$ cat src/rtl/ps2_kbd_pkg.sv
// Shared constants for the PS/2 set-2 scancode decoder: scancodes, FSM states, modifier bits.
package ps2_kbd_pkg;

    localparam logic [7:0] SC_EXT      = 8'hE0;
    localparam logic [7:0] SC_BRK      = 8'hF0;
    localparam logic [7:0] SC_LSHIFT   = 8'h12;
    localparam logic [7:0] SC_RSHIFT   = 8'h59;
    localparam logic [7:0] SC_CTRL     = 8'h14;
    localparam logic [7:0] SC_CAPS     = 8'h58;
    localparam logic [7:0] SC_BAT      = 8'hAA;
    localparam logic [7:0] SC_ACK      = 8'hFA;
    localparam logic [7:0] SC_ECHO     = 8'hEE;
    localparam logic [7:0] SC_RESEND   = 8'hFE;
    localparam logic [7:0] SC_ERR0     = 8'h00;
    localparam logic [7:0] SC_ERR1     = 8'hFF;
    localparam logic [7:0] SC_KP_SLASH = 8'h4A;
    localparam logic [7:0] SC_ENTER    = 8'h5A;
    localparam logic [7:0] SC_BKSP     = 8'h66;
    localparam logic [7:0] SC_ESC      = 8'h76;

    localparam int unsigned MOD_SHIFT = 0;
    localparam int unsigned MOD_CTRL  = 1;
    localparam int unsigned MOD_CAPS  = 2;

    typedef enum logic {StIdle, StDecode} state_e;

    // Controller chatter (BAT, ACK, echo, resend, overrun) that never forms a key event.
    function automatic logic is_discard(input logic [7:0] b);
        return (b == SC_BAT) || (b == SC_ACK) || (b == SC_ECHO) || (b == SC_RESEND) ||
               (b == SC_ERR0) || (b == SC_ERR1);
    endfunction

endpackage

$ cat src/rtl/ps2_scancode_decoder_if.sv
// Receiver-FIFO pop port plus key-event valid/ready port of the scancode decoder.
interface ps2_scancode_decoder_if;
    logic [7:0] kbd_data;
    logic       kbd_ready;
    logic       kbd_read_enable;
    logic       evt_valid;
    logic       evt_ready;
    logic [7:0] evt_code;
    logic       evt_ext;
    logic       evt_release;
    logic [7:0] evt_ascii;
    logic [2:0] evt_mods;

    modport master (
        input  kbd_data, kbd_ready, evt_ready,
        output kbd_read_enable, evt_valid, evt_code, evt_ext, evt_release, evt_ascii, evt_mods
    );

    modport slave (
        output kbd_data, kbd_ready, evt_ready,
        input  kbd_read_enable, evt_valid, evt_code, evt_ext, evt_release, evt_ascii, evt_mods
    );
endinterface

$ cat src/rtl/ps2_ascii_lut.sv
// Combinational set-2 scancode to ASCII ROM; returns 0x00 for non-printable keys.
module ps2_ascii_lut
    import ps2_kbd_pkg::*;
(
    input  logic       ext,
    input  logic       shift,
    input  logic       caps,
    input  logic [7:0] code,
    output logic [7:0] ascii
);

    logic [7:0] lo;
    logic [7:0] hi;
    logic       letter;

    always_comb begin
        lo = 8'h00;
        hi = 8'h00;
        case (code)
            8'h1C: lo = "a";  8'h32: lo = "b";  8'h21: lo = "c";  8'h23: lo = "d";
            8'h24: lo = "e";  8'h2B: lo = "f";  8'h34: lo = "g";  8'h33: lo = "h";
            8'h43: lo = "i";  8'h3B: lo = "j";  8'h42: lo = "k";  8'h4B: lo = "l";
            8'h3A: lo = "m";  8'h31: lo = "n";  8'h44: lo = "o";  8'h4D: lo = "p";
            8'h15: lo = "q";  8'h2D: lo = "r";  8'h1B: lo = "s";  8'h2C: lo = "t";
            8'h3C: lo = "u";  8'h2A: lo = "v";  8'h1D: lo = "w";  8'h22: lo = "x";
            8'h35: lo = "y";  8'h1A: lo = "z";
            8'h16: begin lo = "1"; hi = "!"; end
            8'h1E: begin lo = "2"; hi = "@"; end
            8'h26: begin lo = "3"; hi = "#"; end
            8'h25: begin lo = "4"; hi = "$"; end
            8'h2E: begin lo = "5"; hi = "%"; end
            8'h36: begin lo = "6"; hi = "^"; end
            8'h3D: begin lo = "7"; hi = "&"; end
            8'h3E: begin lo = "8"; hi = "*"; end
            8'h46: begin lo = "9"; hi = "("; end
            8'h45: begin lo = "0"; hi = ")"; end
            8'h0E: begin lo = 8'h60; hi = "~"; end
            8'h4E: begin lo = "-"; hi = "_"; end
            8'h55: begin lo = "="; hi = "+"; end
            8'h5D: begin lo = 8'h5C; hi = "|"; end
            8'h54: begin lo = "["; hi = "{"; end
            8'h5B: begin lo = "]"; hi = "}"; end
            8'h4C: begin lo = ";"; hi = ":"; end
            8'h52: begin lo = 8'h27; hi = 8'h22; end
            8'h41: begin lo = ","; hi = "<"; end
            8'h49: begin lo = "."; hi = ">"; end
            8'h4A: begin lo = "/"; hi = "?"; end
            8'h29: begin lo = " "; hi = " "; end
            8'h5A: begin lo = 8'h0D; hi = 8'h0D; end
            8'h66: begin lo = 8'h08; hi = 8'h08; end
            8'h76: begin lo = 8'h1B; hi = 8'h1B; end
            default: ;
        endcase
        letter = (lo >= "a") && (lo <= "z");
        if (letter) hi = lo - 8'h20;
    end

    always_comb begin
        ascii = 8'h00;
        if (!ext) begin
            // Caps only affects letters; it inverts shift rather than forcing upper case.
            if (letter) ascii = (shift ^ caps) ? hi : lo;
            else        ascii = shift ? hi : lo;
        end else if (code == SC_KP_SLASH) begin
            ascii = "/";
        end else if (code == SC_ENTER) begin
            ascii = 8'h0D;
        end
    end

endmodule

$ cat src/rtl/ps2_scancode_decoder.sv
// PS/2 set-2 byte stream to key events with modifier tracking and ASCII translation.
// Define PS2_BREAK_EVENTS_EN to emit break (release) events; otherwise breaks only update state.
module ps2_scancode_decoder
    import ps2_kbd_pkg::*;
#(
    parameter int unsigned PREFIX_TIMEOUT = 1_000_000,
    parameter int unsigned TO_W           = 20
) (
    input logic                   clk,
    input logic                   rst,
    ps2_scancode_decoder_if.master bus
);

    state_e state_q, state_d;
    logic   pop;

    logic [7:0]    byte_q;
    logic          ext_q, ext_d, brk_q, brk_d;
    logic [TO_W-1:0] cnt_q, cnt_d;
    logic          lshift_q, lshift_d, rshift_q, rshift_d;
    logic          lctrl_q, lctrl_d, rctrl_q, rctrl_d;
    logic          caps_q, caps_d, caps_held_q, caps_held_d;

    logic          evt_valid_q, evt_valid_d;
    logic [7:0]    evt_code_q, evt_code_d, evt_ascii_q, evt_ascii_d;
    logic          evt_ext_q, evt_ext_d, evt_rel_q, evt_rel_d;
    logic [2:0]    evt_mods_q, evt_mods_d;

    logic          decoding, is_prefix, fake_shift, key_ev, make, emit, rel_in;
    logic [2:0]    mods_n;
    logic [7:0]    ascii;

    always_ff @(posedge clk or posedge rst) begin
        if (rst) state_q <= StIdle;
        else     state_q <= state_d;
    end

    always_comb begin
        state_d = state_q;
        unique case (state_q)
            StIdle:   if (pop) state_d = StDecode;
            StDecode: state_d = StIdle;
            default:  state_d = StIdle;
        endcase
    end

    always_comb begin
        pop = (state_q == StIdle) && !rst && bus.kbd_ready && (!evt_valid_q || bus.evt_ready);
    end

    assign bus.kbd_read_enable = pop;

    assign decoding   = (state_q == StDecode);
    assign is_prefix  = (byte_q == SC_EXT) || (byte_q == SC_BRK);
    assign fake_shift = ext_q && ((byte_q == SC_LSHIFT) || (byte_q == SC_RSHIFT));
    assign key_ev     = decoding && !is_prefix && !is_discard(byte_q) && !fake_shift;
    assign make       = !brk_q;

`ifdef PS2_BREAK_EVENTS_EN
    assign emit   = key_ev;
    assign rel_in = brk_q;
`else
    assign emit   = key_ev && make;
    assign rel_in = 1'b0;
`endif

    always_comb begin
        lshift_d    = lshift_q;
        rshift_d    = rshift_q;
        lctrl_d     = lctrl_q;
        rctrl_d     = rctrl_q;
        caps_d      = caps_q;
        caps_held_d = caps_held_q;
        if (key_ev) begin
            if (!ext_q && byte_q == SC_LSHIFT) lshift_d = make;
            if (!ext_q && byte_q == SC_RSHIFT) rshift_d = make;
            if (byte_q == SC_CTRL) begin
                if (ext_q) rctrl_d = make;
                else       lctrl_d = make;
            end
            // caps_held suppresses toggling on typematic repeats of the caps make code.
            if (!ext_q && byte_q == SC_CAPS) begin
                if (make && !caps_held_q) caps_d = !caps_q;
                caps_held_d = make;
            end
        end
        mods_n            = 3'b000;
        mods_n[MOD_SHIFT] = lshift_d | rshift_d;
        mods_n[MOD_CTRL]  = lctrl_d | rctrl_d;
        mods_n[MOD_CAPS]  = caps_d;
    end

    ps2_ascii_lut u_lut (
        .ext   (ext_q),
        .shift (mods_n[MOD_SHIFT]),
        .caps  (mods_n[MOD_CAPS]),
        .code  (byte_q),
        .ascii (ascii)
    );

    always_comb begin
        ext_d = ext_q;
        brk_d = brk_q;
        cnt_d = cnt_q;
        if (ext_q || brk_q) begin
            if (cnt_q == TO_W'(PREFIX_TIMEOUT - 1)) begin
                ext_d = 1'b0;
                brk_d = 1'b0;
                cnt_d = '0;
            end else begin
                cnt_d = cnt_q + 1'b1;
            end
        end
        if (decoding && is_prefix) begin
            if (byte_q == SC_EXT) ext_d = 1'b1;
            else                  brk_d = 1'b1;
            cnt_d = '0;
        end else if (key_ev || (decoding && fake_shift)) begin
            ext_d = 1'b0;
            brk_d = 1'b0;
            cnt_d = '0;
        end
    end

    always_comb begin
        evt_valid_d = evt_valid_q;
        evt_code_d  = evt_code_q;
        evt_ascii_d = evt_ascii_q;
        evt_ext_d   = evt_ext_q;
        evt_rel_d   = evt_rel_q;
        evt_mods_d  = evt_mods_q;
        if (emit) begin
            evt_valid_d = 1'b1;
            evt_code_d  = byte_q;
            evt_ascii_d = ascii;
            evt_ext_d   = ext_q;
            evt_rel_d   = rel_in;
            evt_mods_d  = mods_n;
        end else if (evt_valid_q && bus.evt_ready) begin
            evt_valid_d = 1'b0;
        end
    end

    always_ff @(posedge clk or posedge rst) begin
        if (rst) begin
            byte_q      <= 8'h00;
            ext_q       <= 1'b0;
            brk_q       <= 1'b0;
            cnt_q       <= '0;
            lshift_q    <= 1'b0;
            rshift_q    <= 1'b0;
            lctrl_q     <= 1'b0;
            rctrl_q     <= 1'b0;
            caps_q      <= 1'b0;
            caps_held_q <= 1'b0;
            evt_valid_q <= 1'b0;
            evt_code_q  <= 8'h00;
            evt_ascii_q <= 8'h00;
            evt_ext_q   <= 1'b0;
            evt_rel_q   <= 1'b0;
            evt_mods_q  <= 3'b000;
        end else begin
            if (pop) byte_q <= bus.kbd_data;
            ext_q       <= ext_d;
            brk_q       <= brk_d;
            cnt_q       <= cnt_d;
            lshift_q    <= lshift_d;
            rshift_q    <= rshift_d;
            lctrl_q     <= lctrl_d;
            rctrl_q     <= rctrl_d;
            caps_q      <= caps_d;
            caps_held_q <= caps_held_d;
            evt_valid_q <= evt_valid_d;
            evt_code_q  <= evt_code_d;
            evt_ascii_q <= evt_ascii_d;
            evt_ext_q   <= evt_ext_d;
            evt_rel_q   <= evt_rel_d;
            evt_mods_q  <= evt_mods_d;
        end
    end

    assign bus.evt_valid   = evt_valid_q;
    assign bus.evt_code    = evt_code_q;
    assign bus.evt_ascii   = evt_ascii_q;
    assign bus.evt_ext     = evt_ext_q;
    assign bus.evt_release = evt_rel_q;
    assign bus.evt_mods    = evt_mods_q;

endmodule

$ cat src/flat_wrapper.sv
// flat-port wrapper written by rule: the top's interface ports become plain ports
module ps2_scancode_decoder_flat import ps2_kbd_pkg::*;
#(
    parameter int unsigned PREFIX_TIMEOUT = 1_000_000,
    parameter int unsigned TO_W           = 20
)
  (clk, rst, bus_kbd_data, bus_kbd_ready, bus_evt_ready, bus_kbd_read_enable, bus_evt_valid, bus_evt_code, bus_evt_ext, bus_evt_release, bus_evt_ascii, bus_evt_mods);
  ps2_scancode_decoder_if bus_i ();
  input logic clk;
  input logic rst;
  input wire logic [$bits(bus_i.kbd_data)-1:0] bus_kbd_data;
  input wire logic [$bits(bus_i.kbd_ready)-1:0] bus_kbd_ready;
  input wire logic [$bits(bus_i.evt_ready)-1:0] bus_evt_ready;
  output wire logic [$bits(bus_i.kbd_read_enable)-1:0] bus_kbd_read_enable;
  output wire logic [$bits(bus_i.evt_valid)-1:0] bus_evt_valid;
  output wire logic [$bits(bus_i.evt_code)-1:0] bus_evt_code;
  output wire logic [$bits(bus_i.evt_ext)-1:0] bus_evt_ext;
  output wire logic [$bits(bus_i.evt_release)-1:0] bus_evt_release;
  output wire logic [$bits(bus_i.evt_ascii)-1:0] bus_evt_ascii;
  output wire logic [$bits(bus_i.evt_mods)-1:0] bus_evt_mods;
  assign bus_i.kbd_data = bus_kbd_data;
  assign bus_i.kbd_ready = bus_kbd_ready;
  assign bus_i.evt_ready = bus_evt_ready;
  assign bus_kbd_read_enable = bus_i.kbd_read_enable;
  assign bus_evt_valid = bus_i.evt_valid;
  assign bus_evt_code = bus_i.evt_code;
  assign bus_evt_ext = bus_i.evt_ext;
  assign bus_evt_release = bus_i.evt_release;
  assign bus_evt_ascii = bus_i.evt_ascii;
  assign bus_evt_mods = bus_i.evt_mods;
  ps2_scancode_decoder #(.PREFIX_TIMEOUT(PREFIX_TIMEOUT), .TO_W(TO_W)) u_core (.clk(clk), .rst(rst), .bus(bus_i));
endmodule
$ cat config.mk
export PLATFORM = sky130hd
export DESIGN_NAME = ps2_scancode_decoder_flat
export DESIGN_NICKNAME = d
export VERILOG_FILES = /design/src/rtl/ps2_kbd_pkg.sv /design/src/rtl/ps2_scancode_decoder_if.sv /design/src/rtl/ps2_ascii_lut.sv /design/src/rtl/ps2_scancode_decoder.sv /design/src/flat_wrapper.sv
export SDC_FILE = /design/constraint.sdc
export NUM_CORES = 1
export LEC_CHECK = 0
export BUFFER_PORTS_ARGS = -buffer_cell sky130_fd_sc_hd__buf_2
export CELL_PAD_IN_SITES_DETAIL_PLACEMENT = 0
export CELL_PAD_IN_SITES_GLOBAL_PLACEMENT = 1
export CORE_MARGIN = 3
export CORE_UTILIZATION = 25
export DETAILED_ROUTE_END_ITERATION = 10
export PLACE_DENSITY_LB_ADDON = 0.2
export SYNTH_ARGS = -nofsm -noshare
export SYNTH_HDL_FRONTEND = slang
export SYNTH_SLANG_ARGS = --single-unit
$ cat constraint.sdc
create_clock -name clk -period 6.55 [get_ports clk]
set_input_delay 0.3275 -clock clk [delete_from_list [all_inputs] [get_ports clk]]
set_output_delay 0.3275 -clock clk [all_outputs]
set_load 0.1 [all_outputs]
### After elaboration in Yosys (flattened, before gate mapping)

Cells that the tools add are included.

| word-level totals | value |
|---|---|
| word-level logic and storage cells | 166 |
| output and inout port bits | 23 |
| bits in registers | 58 |
| bits of input ports | 12 |

| cells by class | value |
|---|---|
| bitwise gates (word level) | 4 |
| reductions and logical operators | 39 |
| magnitude comparators | 2 |
| multiplexer cells | 40 |
| equal/unequal tests | 63 |
| add/sub/neg operators | 2 |

Operators by type and width:

| operator | count |
|---|---|
| $pmux W7 S51 | 1 |
| $eq A8 B6 Y1 const B | 23 |
| $eq A8 B7 Y1 const B | 22 |
| $pmux W7 S25 | 1 |
| $mux W20 | 4 |
| $eq A8 B5 Y1 const B | 9 |
| $eq A8 B8 Y1 const B | 7 |
| $mux W8 | 5 |
| $mux W1 | 26 |
| $add A20 B1 Y20 const B | 1 |
| $eq A20 B20 Y1 const B | 1 |
| $logic_and A1 B1 Y1 | 16 |
| $logic_or A1 B1 Y1 | 10 |
| $logic_not A1 Y1 | 9 |
| $eq A8 B4 Y1 const B | 1 |
| $le A8 B7 Y1 const B | 1 |
| $logic_not A8 Y1 | 1 |
| $sub A8 B6 Y8 const B | 1 |
| $ge A7 B7 Y1 const B | 1 |
| $mux W6 | 1 |
| $mux W4 | 1 |
| $reduce_bool A3 Y1 | 1 |
| $or A1 B1 Y1 | 2 |
| $pmux W1 S2 | 1 |
| other kinds (4) | 4 |

### Longest topological paths before layout

| depth | value |
|---|---|
| depth after elaboration | 15 |
| depth in mapped cells | 16 |
| depth with buffers taken out | 12 |

### Modules after synthesis

From an unflattened synthesis, not the netlist that was laid out.

| unflattened totals | value |
|---|---|
| cell total of the unflattened synthesis | 520 |
| area, all modules | 4327.9 um^2 |

By module, submodules not included:

| module | instances | seq. area each (um^2) | area each (um^2) | cells an instance |
|---|---|---|---|---|
| ps2_scancode_decoder | 1 | 1451.4 | 2874.0 | 286 |
| ps2_ascii_lut | 1 | 0.0 | 1453.9 | 234 |

### Least setup slack after synthesis

OpenSTA, ideal clock, no wires.

| path | value |
|---|---|
| path type | reg-to-reg |
| start | register u_core.byte_q[2] |
| end | register u_core.evt_ascii_q[0], in the netlist u_core.bus.evt_ascii[0] |
| arrival time | 2.942 ns |
| period minus slack after synthesis | 3.024 ns |
| path slack | 3.526 ns |
| cell stages (with the launch flop) | 13 |
| library setup time | 0.082 ns |
| data required time | 6.468 ns |
| cell sequence | dfrtp_1 -> buf_6 -> buf_6 -> nand2_2 -> o21bai_1 -> a2111oi_2 -> o211ai_1 -> or4_1 -> or4b_1 -> a21o_1 -> buf_6 -> mux2_4 -> o22ai_2 |

| between the ends | value |
|---|---|
| longest elaborated chain between the ends | 15 |
| elaborated cells on any way between the ends | 101 |
| classes of those cells | 1 x add/sub; 2 x order compare; 61 x eq/ne; 15 x mux; 2 x bitwise; 20 x reduce/logical |

RTL lines:

| element | line | text |
|---|---|---|
| start: declaration | ps2_scancode_decoder.sv:17 | `logic [7:0] byte_q;` |
| start signal: assignment | ps2_scancode_decoder.sv:163 | `if (pop) byte_q <= bus.kbd_data;` |
| branches (longest 15 deep; another with $le A8 B7 Y1) | -- |  |
| end signal: assignment | ps2_scancode_decoder.sv:175 | `evt_ascii_q <= evt_ascii_d;` |
| end: declaration | ps2_scancode_decoder.sv:25 | `logic [7:0] evt_code_q, evt_code_d, evt_ascii_q, evt_ascii_d;` |

Parallel ways; which one is timed is not known.
A chain may end at the register's enable or synchronous reset.

### Worst setup path in the final report

| path | value |
|---|---|
| start | register u_core.byte_q[4] |
| end | register u_core.cnt_q[15] |

| between the ends | value |
|---|---|
| longest elaborated chain between the ends | 12 |
| elaborated cells on any way between the ends | 30 |
| classes of those cells | 9 x eq/ne; 2 x mux; 19 x reduce/logical |

RTL lines:

| element | line | text |
|---|---|---|
| $eq A8 B8 Y1 | ps2_kbd_pkg.sv:29 | `return (b == SC_BAT) \|\| (b == SC_ACK) \|\| (b == SC_ECHO) \|\| (b == SC_RESEND) \|\|` |
| $logic_or A1 B1 Y1 (4 in series) | ps2_kbd_pkg.sv:29 |  |
| $logic_or A1 B1 Y1 | ps2_kbd_pkg.sv:30 | `(b == SC_ERR0) \|\| (b == SC_ERR1);` |
| $logic_not A1 Y1 | ps2_scancode_decoder.sv:56 | `assign key_ev = decoding && !is_prefix && !is_discard(byte_q) && !fake_shift;` |
| $logic_and A1 B1 Y1 (2 in series) | ps2_scancode_decoder.sv:56 |  |
| $logic_or A1 B1 Y1 | ps2_scancode_decoder.sv:118 | `end else if (key_ev \|\| (decoding && fake_shift)) begin` |
| $mux W20 | ps2_scancode_decoder.sv:118 |  |
| $mux W20 | ps2_scancode_decoder.sv:114 | `if (decoding && is_prefix) begin` |
| end signal: assignment | ps2_scancode_decoder.sv:166 | `cnt_q <= cnt_d;` |
| end: declaration | ps2_scancode_decoder.sv:19 | `logic [TO_W-1:0] cnt_q, cnt_d;` |

Several ways; a longest one is shown, not always the timed one.

==> metrics <==
number of routed nets with antenna violations=0; Static Leak=2.05 nW; Seq cells post-synth=58; data required time of the worst path=6.80 ns; clock tree buffer depth=2; Final Max Slew Viols=0; die span in y=135 um; average wire per cell in the routed design=18.2 um; die extent in x=135 um; capturing element type of the critical path=register; arrival time of data at the critical path endpoint=4.17 ns; DRC viols=0; number of setup buffers added after CTS=0; TritonCTS clock tree=done; number of distinct library cell variants in the gate-level netlist after synthesis=76; final setup violation count=0; post-synthesis instance total=517; area of the mapped netlist=0.00414 sq mm; Max IR drop VDD=214 uV; number of antenna violations at the first check in global routing=0; Pwr Density=360 mW/mm^2; top flip-flop cell by instance count after synthesis=dfrtp_1; Yosys top cell area share=0.350; run status=finished, final reports clean; number of global-route vias before repair=3935; Syn. warnings=0; number of antenna diodes=0; initial core utilization=0.258; slack of the worst reg-to-reg path=2.63 ns; kind of launch point of the worst setup path=register; Routed WL=13700 um; Layout Nets=547; largest cells by area after synthesis=dfrtp_1 35%, nand2_1 7.8%, o21ai_0 5.4%; Clock Skew=0.0102 ns; share of the clock period used by the worst path after layout=0.598; EDFF count, synth=0; routed via count=3977; # H-tree levels=3; port buffer count=33; relative slew slack=0.377; most numerous cell in the Yosys netlist=nand2_1; ports placed on the boundary=35; crit path kind=register to register; RSZ-0062 raised after global routing=no; synthesized net count=532; die footprint=0.0182 sq mm; half-perimeter wire length after detailed placement=9530 um; shortest period the worst path allows=3.92 ns; post-cts repair resize count=0; GPL Wtd Cong=0.917; Clk Latency, worst-skew pair=0.34 ns; fmax=0.255 GHz; Max FO, Critical Path=17; Clock Sink Count=58; Core Footprint=0.0161 sq mm; clock transition at the registers of the reported paths=0.06 ns; global-route wire length before repair=22200 um; mean cell area of the mapped netlist=8.01 sq um; via-per-instance ratio=5.28; TritonCTS buffer count=9; number of max-cap violations=0; row count=46; leading cell types by count after synthesis=86 x nand2_1, 58 x dfrtp_1, 45 x o21ai_0; part of the Yosys area used for sequential elements=0.350; synthesis-to-layout area growth=15.8%; post-synth top area cell=dfrtp_1; worst min-delay path category=primary input to register; fraction of layout cells with a size suffix above 1=0.155; maximum number of pins on one net before global-route repair=50; transition time of the tightest slew-check pin=0.932 ns; gr usage total=0.155; total chip power=0.00172 W; drt first pass iters=5; total gr overflow=0; Async SR Flop Fraction=1.00; worst hold-check slack=0.180 ns; iteration-0 DRC count of the detailed router=240; clock tree root driver cell=clkbuf_16; filler cell count in the final layout=1734; final total negative setup slack=0 ns; Final Hold Viols=0
[registers in the layout, summed over array words and instances (netlist names)]
name and cells:
u_core.cnt_q 20, u_core.bus.evt_ascii 8, u_core.bus.evt_code 8, u_core.byte_q 8, u_core.bus.evt_mods 3, u_core.brk_q 1
u_core.bus.evt_ext 1, u_core.bus.evt_valid 1, u_core.caps_held_q 1, u_core.caps_q 1, u_core.decoding 1, u_core.ext_q 1
u_core.lctrl_q 1, u_core.lshift_q 1, u_core.rctrl_q 1, u_core.rshift_q 1
[path summary, 6_finish.rpt]
check / startpoint / endpoint / cells after the start
setup / recovery: u_core.byte_q[4] / u_core.cnt_q[15] / 11
hold / removal: bus_kbd_data[7] / u_core.byte_q[7] / 3
setup reg to reg: u_core.byte_q[4] / u_core.cnt_q[15] / 11
hold reg to reg: u_core.bus.evt_code[7] / u_core.bus.evt_code[7] / 2
max in group asynchronous: rst / u_core.bus.evt_ascii[0] / 4
min in group asynchronous: rst / u_core.decoding / 3
[cell families (layout without fill, tap and decap cells)]
logic type / Yosys count / count (layout) / share of synthesized area
and+or+nand+nor: 256 / 256 / 0.330
other: 1 / 1 / 0.000905
adders and majority gates: 3 / 3 / 0.00906
muxes: 8 / 8 / 0.0217
xor gates and xnor gates: 14 / 14 / 0.0296
DFF: 58 / 58 / 0.350
buffers and inverters: 55 / 75 / 0.0643
AOI/OAI and AO/OA: 122 / 122 / 0.194
[critical path: stages (launching register included)]
cell and delay [ns]:
dfrtp_1 0.68, buf_4 0.31, nor4b_2 0.78, nand2_1 0.29, a21oi_1 0.28, nor2b_1 0.12
a2111o_1 0.59, nor2b_1 0.26, buf_4 0.18, nor2_1 0.13, o21ai_0 0.10, o21ai_0 0.09
[placed cells by master (no fill, tap or decap), types with 10 or more instances in the layout]
| master | count |
|---|---|
| nand2b_1 | 11 |
| nor3_1 | 10 |
| nand3_1 | 18 |
| o21ai_0 | 45 |
| inv_1 | 13 |
| nor2_1 | 39 |
| nand2_1 | 86 |
| nor2b_1 | 11 |
| buf_4 | 11 |
| nor4_1 | 11 |
| nand4_1 | 14 |
| xor2_1 | 10 |
| dfrtp_1 | 58 |
| buf_2 | 33 |
| a21oi_1 | 21 |
[report_power, final]
group          total [W]  switching, W  internal (W)
Clock           0.000536      0.000192      0.000344
Sequential      0.000484     0.0000675      0.000417
Combinational   0.000705      0.000528      0.000176
Total            0.00172      0.000788      0.000937
[layer usage]
metal	share of wire	vias to the layer above	global-route usage
met5	0	-	0
met4	0.020	0	0.0532
met3	0.057	26	0.0358
met2	0.43	119	0.223
met1	0.50	1927	0.227
li1	-	1905	-
[per-stage QoR]
step / std cells / worst slack (ns) / util / area, sq um
3_5_place_dp: 736 / 2.62 / 0.278 / 4460
5_1_grt: 753 / 2.19 / 0.299 / 4800
3_3_place_gp: 736 / 2.77 / 0.278 / 4460
2_1_floorplan: 517 / 3.53 / - / 4140
6_report: 753 / 2.63 / 0.299 / 4800
4_1_cts: 753 / 2.61 / 0.299 / 4800
[final cells by class]
type	count	area (sq um)	area share
flip-flops and latches	58	1450	0.303
repair buffers	45	258	0.0537
clock inverters	6	88.8	0.0185
clock buffers	10	239	0.0498
well taps	216	270	0.0563
multi-input cells	404	2440	0.508
inverters	14	52.6	0.0110
[repair_timing]
item | 4_1_cts | 5_1_grt
hold buffers | 1 | 0
endpoints found under the hold margin | 9 | 0
setup endpoints to repair | 0 | 0
(Power assumes the default switching activity.)
